[src/rtl/inst_fetch_queue.sv]
// Instruction-fetch stage: owns the PC, issues one cache fetch at a time and queues returned words for decode.
// Optional static branch prediction is enabled by defining STATIC_BRANCH_PREDICT_EN.
module inst_fetch_queue #(
    parameter int          QUEUE_ADDR_W = 3,
    parameter logic [31:0] RESET_PC     = 32'h0000_0000
) (
    input  logic        clk_in,
    input  logic        rst_in,
    input  logic        rdy_in,
    input  logic        rob_clear_up,
    input  logic [31:0] rob_new_pc,
    output logic        start_fetch,
    output logic [31:0] pc,
    input  logic        fetch_ready,
    input  logic [31:0] inst,
    input  logic [31:0] inst_addr,
    output logic        dec_valid,
    input  logic        dec_ready,
    output logic [31:0] dec_inst,
    output logic [31:0] dec_pc,
    output logic        dec_pred_taken,
    output logic [31:0] dec_pred_pc
);
    localparam int DEPTH = 1 << QUEUE_ADDR_W;
    localparam logic [QUEUE_ADDR_W:0] DEPTH_CNT = (QUEUE_ADDR_W + 1)'(DEPTH);

    typedef enum logic {IDLE, WAIT} state_t;

    state_t                  state_reg;
    logic [31:0]             fetch_pc_reg;
    logic [QUEUE_ADDR_W-1:0] head_reg;
    logic [QUEUE_ADDR_W-1:0] tail_reg;
    logic [QUEUE_ADDR_W:0]   count_reg;

    logic [31:0] inst_mem    [DEPTH];
    logic [31:0] pc_mem      [DEPTH];
    logic [31:0] pred_pc_mem [DEPTH];
    logic        taken_mem   [DEPTH];

    logic                  push;
    logic                  pop;
    logic [QUEUE_ADDR_W:0] count_next;
    logic [31:0]           next_pc;
    logic                  pred_taken;

    // Only a word whose address matches the outstanding request is accepted.
    assign push = (state_reg == WAIT) && fetch_ready && (inst_addr == fetch_pc_reg);
    assign pop  = (count_reg != '0) && dec_ready;
    assign count_next = count_reg + {{QUEUE_ADDR_W{1'b0}}, push} - {{QUEUE_ADDR_W{1'b0}}, pop};

`ifdef STATIC_BRANCH_PREDICT_EN
    logic [31:0] j_imm;
    logic [31:0] b_imm;

    assign j_imm = {{12{inst[31]}}, inst[19:12], inst[20], inst[30:21], 1'b0};
    assign b_imm = {{20{inst[31]}}, inst[7], inst[30:25], inst[11:8], 1'b0};

    // Backward conditional branches are assumed taken (loops); JAL is always taken.
    always_comb begin
        pred_taken = 1'b0;
        next_pc    = fetch_pc_reg + 32'd4;
        if (inst[6:0] == 7'b1101111) begin
            pred_taken = 1'b1;
            next_pc    = fetch_pc_reg + j_imm;
        end else if ((inst[6:0] == 7'b1100011) && inst[31]) begin
            pred_taken = 1'b1;
            next_pc    = fetch_pc_reg + b_imm;
        end
    end
`else
    assign pred_taken = 1'b0;
    assign next_pc    = fetch_pc_reg + 32'd4;
`endif

    always_ff @(posedge clk_in) begin
        if (rst_in) begin
            state_reg    <= IDLE;
            fetch_pc_reg <= RESET_PC;
            head_reg     <= '0;
            tail_reg     <= '0;
            count_reg    <= '0;
        end else if (rob_clear_up) begin
            state_reg    <= IDLE;
            fetch_pc_reg <= rob_new_pc;
            head_reg     <= '0;
            tail_reg     <= '0;
            count_reg    <= '0;
        end else if (rdy_in) begin
            if (pop) begin
                head_reg <= head_reg + 1'b1;
            end
            if (push) begin
                tail_reg     <= tail_reg + 1'b1;
                fetch_pc_reg <= next_pc;
            end
            count_reg <= count_next;
            case (state_reg)
                IDLE: begin
                    if (count_reg < DEPTH_CNT) begin
                        state_reg <= WAIT;
                    end
                end
                WAIT: begin
                    if (push && (count_next >= DEPTH_CNT)) begin
                        state_reg <= IDLE;
                    end
                end
                default: state_reg <= IDLE;
            endcase
        end
    end

    // Storage is never reset; validity is tracked entirely by count_reg.
    always_ff @(posedge clk_in) begin
        if (!rst_in && !rob_clear_up && rdy_in && push) begin
            inst_mem[tail_reg]    <= inst;
            pc_mem[tail_reg]      <= fetch_pc_reg;
            pred_pc_mem[tail_reg] <= next_pc;
            taken_mem[tail_reg]   <= pred_taken;
        end
    end

    assign start_fetch    = (state_reg == WAIT);
    assign pc             = fetch_pc_reg;
    assign dec_valid      = (count_reg != '0);
    assign dec_inst       = dec_valid ? inst_mem[head_reg]    : 32'h0;
    assign dec_pc         = dec_valid ? pc_mem[head_reg]      : 32'h0;
    assign dec_pred_pc    = dec_valid ? pred_pc_mem[head_reg] : 32'h0;
    assign dec_pred_taken = dec_valid ? taken_mem[head_reg]   : 1'b0;

endmodule

[config.mk]
export PLATFORM = sky130hd
export DESIGN_NAME = inst_fetch_queue
export DESIGN_NICKNAME = d
export VERILOG_FILES = /design/src/rtl/inst_fetch_queue.sv
export SDC_FILE = /design/constraint.sdc
export NUM_CORES = 1
export LEC_CHECK = 0
export CAP_MARGIN = 20
export CORE_MARGIN = 3
export CORE_UTILIZATION = 45
export CTS_CLUSTER_DIAMETER = 100
export DETAILED_ROUTE_END_ITERATION = 10
export DONT_BUFFER_PORTS = 1
export PLACE_DENSITY = 0.73
export SYNTH_ARGS = -nofsm -noshare
export SYNTH_HDL_FRONTEND = slang
export SYNTH_SLANG_ARGS = --single-unit
export TNS_END_PERCENT = 20
[constraint.sdc]
create_clock -name clk_in -period 12.1 [get_ports clk_in]
set_input_delay 3.025 -clock clk_in [delete_from_list [all_inputs] [get_ports clk_in]]
set_output_delay 3.025 -clock clk_in [all_outputs]
set_load 0.02 [all_outputs]
==> summary.txt, run 1 <==
Worst Hold Launch - count_reg[2]$_SDFFE_PP0P_
Maxcap violations - 0
Reg2reg end - inst_mem[7][24]$_DFFE_PP_
Post-DP HPWL - 44,900 um
Crit Path Max Fanout - 100
RSZ-0062 raised after global routing - no
Final setup fails - 0
Place WS - 5.02 ns
Count leader, synth - edfxtp_1
# IOs - 233
Setup ws final - 5.36 ns
# Post-CTS Setup Buffers - 0
Cell area after synthesis - 31,800 um2
CP Data Required Time - 9.07 ns
Hold Path End - count_reg[2]$_SDFFE_PP0P_
Core ar. - 69,300 um2
Synth Flop Type - edfxtp_1
Layout area overhead - 11.6%
Total congestion overflow - 0
Pins Over Slew Limit - 0
Net count, final - 1,759
DR vias - 15,800
Die ar. - 73,900 um2
Final ANT Viol Nets - 0
Post-Synthesis Cells - 1,613
PD cells - 158 nW/um2
Clk root buf - clkbuf_16
Total CTS buffers - 79
Slowest Stage Delay on Critical Path - 1.00 ns
Register bit count reported by yosys - 798
Routed len/inst - 28.6 um
Arrival @ worst endpoint - 3.72 ns
Synth top area share - 0.710
WL final - 75,500 um
HP Class - reg -> reg
Crit Path Class - reg -> out
IO buf count - 0
Final hold violation count - 0
Post-CTS Resized - 0
Clk Latency, worst-skew pair - 0.61 ns
Yosys top cell by area - edfxtp_1
Synthesized net count - 1,724
Hold Path Stages - 2
Layout filler cell count - 5,451
R2R setup slack - 7.36 ns
CP Launch Type - register
Num Clock Sinks - 798
Status - completed
Hold Buf Count CTS - 0
Max Fclk - 0.148 GHz
Fin crit share - 0.557
Setup TNS - 0 ns
GRT Total Usage - 0.204
DRC Markers - 0
Top post-synthesis cells by area - edfxtp_1 71%, mux4_2 13%, mux2i_1 3.2%
Avg Inst Size Synth - 19.7 um2
Registers with the most flip-flops - inst_mem x256, pc_mem x256, pred_pc_mem x240
Register area share after synthesis - 0.739
Die height - 272 um
Vias in the first global route - 16,300
Clock transition at the registers of the reported paths - 0.06 ns
Worst Skew - 0.0176 ns
Tmin final - 6.74 ns
Initial Utilization - 0.459
CTS tree - built
Synth cell types - 53
H-tree depth - 3
Row count - 96
Initial antenna violation count - 4
Rel. slew slack - 0.265
Synth cell count leaders - 752 x edfxtp_1, 188 x mux4_2, 132 x nor2_1, 103 x mux2i_1, 56 x clkbuf_1
Slowest-stage cell, CP - dfxtp_4
Worst r2r path cells - 8
Pin count of the biggest net entering global routing - 101
Setup crit end kind - output pin
Vias per std cell - 5.97
Leak pwr - 11.1 nW
Global-route wire length before repair - 110,000 um
Max IR drop VDD - 0.113 mV
Post-synth ARST share - 0
Max Buffers Root-to-Sink - 3
EDFF count, synth - 752
TritonRoute pass-1 iters - 7
Share of layout cells above drive strength 1 - 0.222
Slew @ Worst Pin - 1.10 ns
Die Span X - 272 um
Worst r2r src - pc[1]$_SDFFE_PP0P_
Yosys warns - 0
Worst path cell trace - buf_12 > mux4_2 > mux2i_1 > nor2_1
Placer Congestion - 0.867
Detailed Route Iter0 Violations - 1,567
==> layer usage <==
metal / part of all wire / track usage / up-vias
li1: - / - / 6552
met1: 0.40 / 0.275 / 8309
met2: 0.47 / 0.314 / 755
met3: 0.10 / 0.0642 / 142
met4: 0.036 / 0.0762 / 0
met5: 0 / 0 / -
==> per-stage QoR <==
stage,hold slack (ns),area (um2),util,total power (W),instances
2_1_floorplan,0.460,31800,-,0.00324,1613
3_3_place_gp,0.476,33000,0.476,0.00331,2498
3_5_place_dp,0.515,33000,0.476,0.00331,2498
4_1_cts,0.530,35500,0.512,0.00564,2637
5_1_grt,0.570,35500,0.512,0.00576,2638
6_report,0.525,35500,0.512,0.00560,2638
==> worst max path at each step <==
stage | from | endpoint | slack [ns] | depth (start not counted)
after floorplan | inst_addr[26] | inst_mem[2][0]$_DFFE_PP_ | 0.09 | 8
after global placement | inst_addr[5] | inst_mem[7][4]$_DFFE_PP_ | 5.18 | 8
after detailed placement | inst_addr[5] | inst_mem[7][4]$_DFFE_PP_ | 5.02 | 8
after CTS | register | dec_pred_pc[11] | 5.20 | 4
after global routing | register | dec_pc[26] | 4.95 | 4
final | register | dec_pc[26] | 5.36 | 4
==> layout by cell type (no fill, tap or decap), types with 5 or more instances in the layout <==
cell and n:
and4_1 10, clkinv_2 12, ha_1 8, xor2_1 46, clkbuf_1 17, nand4_1 6
xnor2_1 24, mux2i_1 103, a211oi_1 17, nor3_1 6, and3_1 10, a21oi_1 9
a2111oi_0 14, inv_1 36, nor2_1 130, clkinv_1 9, a311oi_1 5, clkinvlp_4 5
mux4_2 188, clkbuf_8 8, nand2_1 19, nand3_1 12, dfxtp_1 43, buf_4 55
edfxtp_1 752, clkbuf_16 80, o31a_1 6, nor4_1 12
==> report_power, final <==
part / internal (W) / switching (W) / leakage (nW)
Clock: 0.00135 / 0.000991 / 1.20
Combinational: 0.0000493 / 0.000153 / 2.54
Sequential: 0.00303 / 0.0000188 / 7.37
==> logic make-up after synthesis <==
family | after synthesis | share of synthesized area
flip-flops | 798 | 0.739
multiplexers | 291 | 0.165
AND/OR/NAND/NOR | 241 | 0.0381
buffers and inverters | 138 | 0.0187
XOR/XNOR | 70 | 0.0193
AO/OA/AOI/OAI | 65 | 0.0158
adder cells (fa/ha/maj) | 9 | 0.00378
other | 1 | 0.000118
==> cell type report <==
class                           count  area [um2]  share of cell area
Antenna cell                        1        2.50           0.0000705
Clock buffer                      105        2180              0.0613
Clock inverter                     34         294             0.00828
Inverter                           36         135             0.00381
Multi-Input combinational cell    677        7770               0.219
Sequential cell                   798       23500               0.663
Tap cell                          931        1160              0.0328
Timing Repair Buffer               56         433              0.0122
==> worst max-delay path: cells and delay by family, from the launching register on <==
family	cells	cell delay (ns)
buf+inv	1	0.66
simple gates	1	0.23
mux	2	1.04
flops	1	1.00
(Power assumes the default switching activity.)
==> run 2: changes to the inputs <==
--- a/config.mk
+++ b/config.mk
@@ -11,7 +11,7 @@
 export CTS_CLUSTER_DIAMETER = 100
 export DETAILED_ROUTE_END_ITERATION = 10
 export DONT_BUFFER_PORTS = 1
-export PLACE_DENSITY = 0.73
+export PLACE_DENSITY = 0.71
 export SYNTH_ARGS = -nofsm -noshare
 export SYNTH_HDL_FRONTEND = slang
 export SYNTH_SLANG_ARGS = --single-unit
==> constraint.sdc (replaced) <==
create_clock -name clk_in -period 6.9 [get_ports clk_in]
set_input_delay 1.725 -clock clk_in [delete_from_list [all_inputs] [get_ports clk_in]]
set_output_delay 1.725 -clock clk_in [all_outputs]
set_load 0.02 [all_outputs]
==> run 2 against run 1 <==
  * Cell count decreased by 0.15%
  * Clock skew grew 0.0019 ns
  * Wire length down 1.5%
  * Power rose by 74%
  * Critical path depth increased by 4
  * Largest cell class unchanged
==> summary.txt, run 2 (synthesis gave the netlist of run 1 again) <==
Pin count of the biggest net entering global routing - 68
Leak pwr - 11.1 nW
Clk root buf - clkbuf_16
Initial Utilization - 0.459
Detailed Route Iter0 Violations - 1,702
Global-route wire length before repair - 110,000 um
RSZ-0062 raised after global routing - no
M1 WL - 29,700 um
Post-route insts no fill - 2,634
Num Clock Sinks - 798
Final setup fails - 0
Arrival @ worst endpoint - 5.53 ns
Net count, final - 1,756
Hold Buf Count CTS - 0
Maxcap violations - 0
Max Buffers Root-to-Sink - 3
Clock transition at the registers of the reported paths - 0.06 ns
Layout area overhead - 11.7%
Fin area - 35,500 um2
Setup crit end kind - register
# Post-CTS Setup Buffers - 0
Clk Latency, worst-skew pair - 0.61 ns
Die ar. - 73,900 um2
Post-DP HPWL - 45,400 um
Slew @ Worst Pin - 1.21 ns
Row count - 96
Crit Path Max Fanout - 66
H-tree depth - 3
# IOs - 233
Status - completed
Final ANT Viol Nets - 0
Pins Over Slew Limit - 0
WL final - 74,400 um
Slowest Stage Delay on Critical Path - 1.02 ns
Final core occ - 0.513
Worst Skew - 0.0195 ns
CTS tree - built
HP Class - reg -> reg
Total congestion overflow - 0
CP Data Required Time - 7.14 ns
Detail Route met3 WL - 6560 um
GRT Total Usage - 0.202
Die height - 272 um
Max IR drop VDD - 0.151 mV
Core ar. - 69,300 um2
Worst path cell trace - xor2_1 > nor4_1 > nand3_1 > nor3_4 > buf_4 > nand3b_1 > nor3b_4 > buf_12
Vias in the first global route - 16,100
Setup TNS - 0 ns
Setup ws final - 1.60 ns
DRC Markers - 0
IO buf count - 0
Dpl cell area - 33,100 um2
Max Fclk - 0.189 GHz
Tmin final - 5.30 ns
Placed cells - 2,498
Registers with the most flip-flops - inst_mem x256, pc_mem x256, pred_pc_mem x240
Met2 wire length - 36,300 um
Share of layout cells above drive strength 1 - 0.217
Vias per std cell - 5.94
Highest Signal Layer - met5
Routed len/inst - 28.2 um
Fin crit share - 0.768
CP Launch Type - primary input
Initial antenna violation count - 2
Commonest cells after routing, fill and taps aside - 752 x edfxtp_1, 188 x mux4_2, 130 x nor2_1
Crit Path Class - in -> reg
Post-CTS Resized - 0
Die Span X - 272 um
Placer Congestion - 0.871
PD cells - 274 nW/um2
Rel. slew slack - 0.189
Final hold violation count - 0
Place WS - 1.29 ns
Most common cell after layout, fill and taps aside - edfxtp_1
DR vias - 15,600
Slowest-stage cell, CP - nor4_1
TritonRoute pass-1 iters - 6
Total CTS buffers - 76
==> run 2: cell count changes in the layout (fill, tap and decap cells not counted), sizes merged <==
| cell | before | now |
|---|---|---|
| inv | 39 | 42 |
| clkbuf | 105 | 94 |
| bufinv | 4 | 6 |
| clkinv | 22 | 24 |
==> run 2: layout make-up <==
class / count / area, um2
multi-input combinational: 677 / 7810
fill: 5412 / 33800
clock buffer: 94 / 2030
inverter: 36 / 135
timing repair buffer: 56 / 520
sequential: 798 / 23500
antenna: 1 / 2.50
clock inverter: 41 / 368
tap: 931 / 1160
==> run 2: power breakdown <==
group / switching, W / leakage (nW) / total, W / internal [W]
Combinational: 0.000255 / 2.55 / 0.000342 / 0.0000869
Clock: 0.00171 / 1.16 / 0.00403 / 0.00232
Sequential: 0.0000437 / 7.37 / 0.00536 / 0.00532
Total: 0.00201 / 11.1 / 0.00973 / 0.00772
==> run 2: worst max-delay path: cells and delay by family <==
family / cells / cell delay (ns)
xor gates and xnor gates: 1 / 0.13
buffers and inverters: 2 / 0.79
and+or+nand+nor: 5 / 2.73
==> run 2: metal layers <==
layer | vias to the layer above | track usage
met2 | 734 | 0.325
met1 | 8227 | 0.274
li1 | 6549 | -
met3 | 125 | 0.0550
met5 | - | 0
met4 | 2 | 0.0532
==> run 2: final timing paths <==
path / startpoint / end / slack, ns / cells after the start
max: inst_addr[5] / inst_mem[2][30]$_DFFE_PP_ / 1.60 / 8
min: count_reg[2]$_SDFFE_PP0P_ / count_reg[2]$_SDFFE_PP0P_ / 0.51 / 2
max reg2reg: pc[23]$_SDFFE_PP0P_ / inst_mem[2][30]$_DFFE_PP_ / 1.87 / 8
min reg2reg: count_reg[2]$_SDFFE_PP0P_ / count_reg[2]$_SDFFE_PP0P_ / 0.51 / 2
==> run 2: per-stage QoR <==
stage,hold WS (ns),power [W]
5_1_grt,0.556,0.0100
3_3_place_gp,0.476,0.00580
3_5_place_dp,0.483,0.00581
6_report,0.512,0.00973
2_1_floorplan,0.460,0.00569
4_1_cts,0.500,0.00981
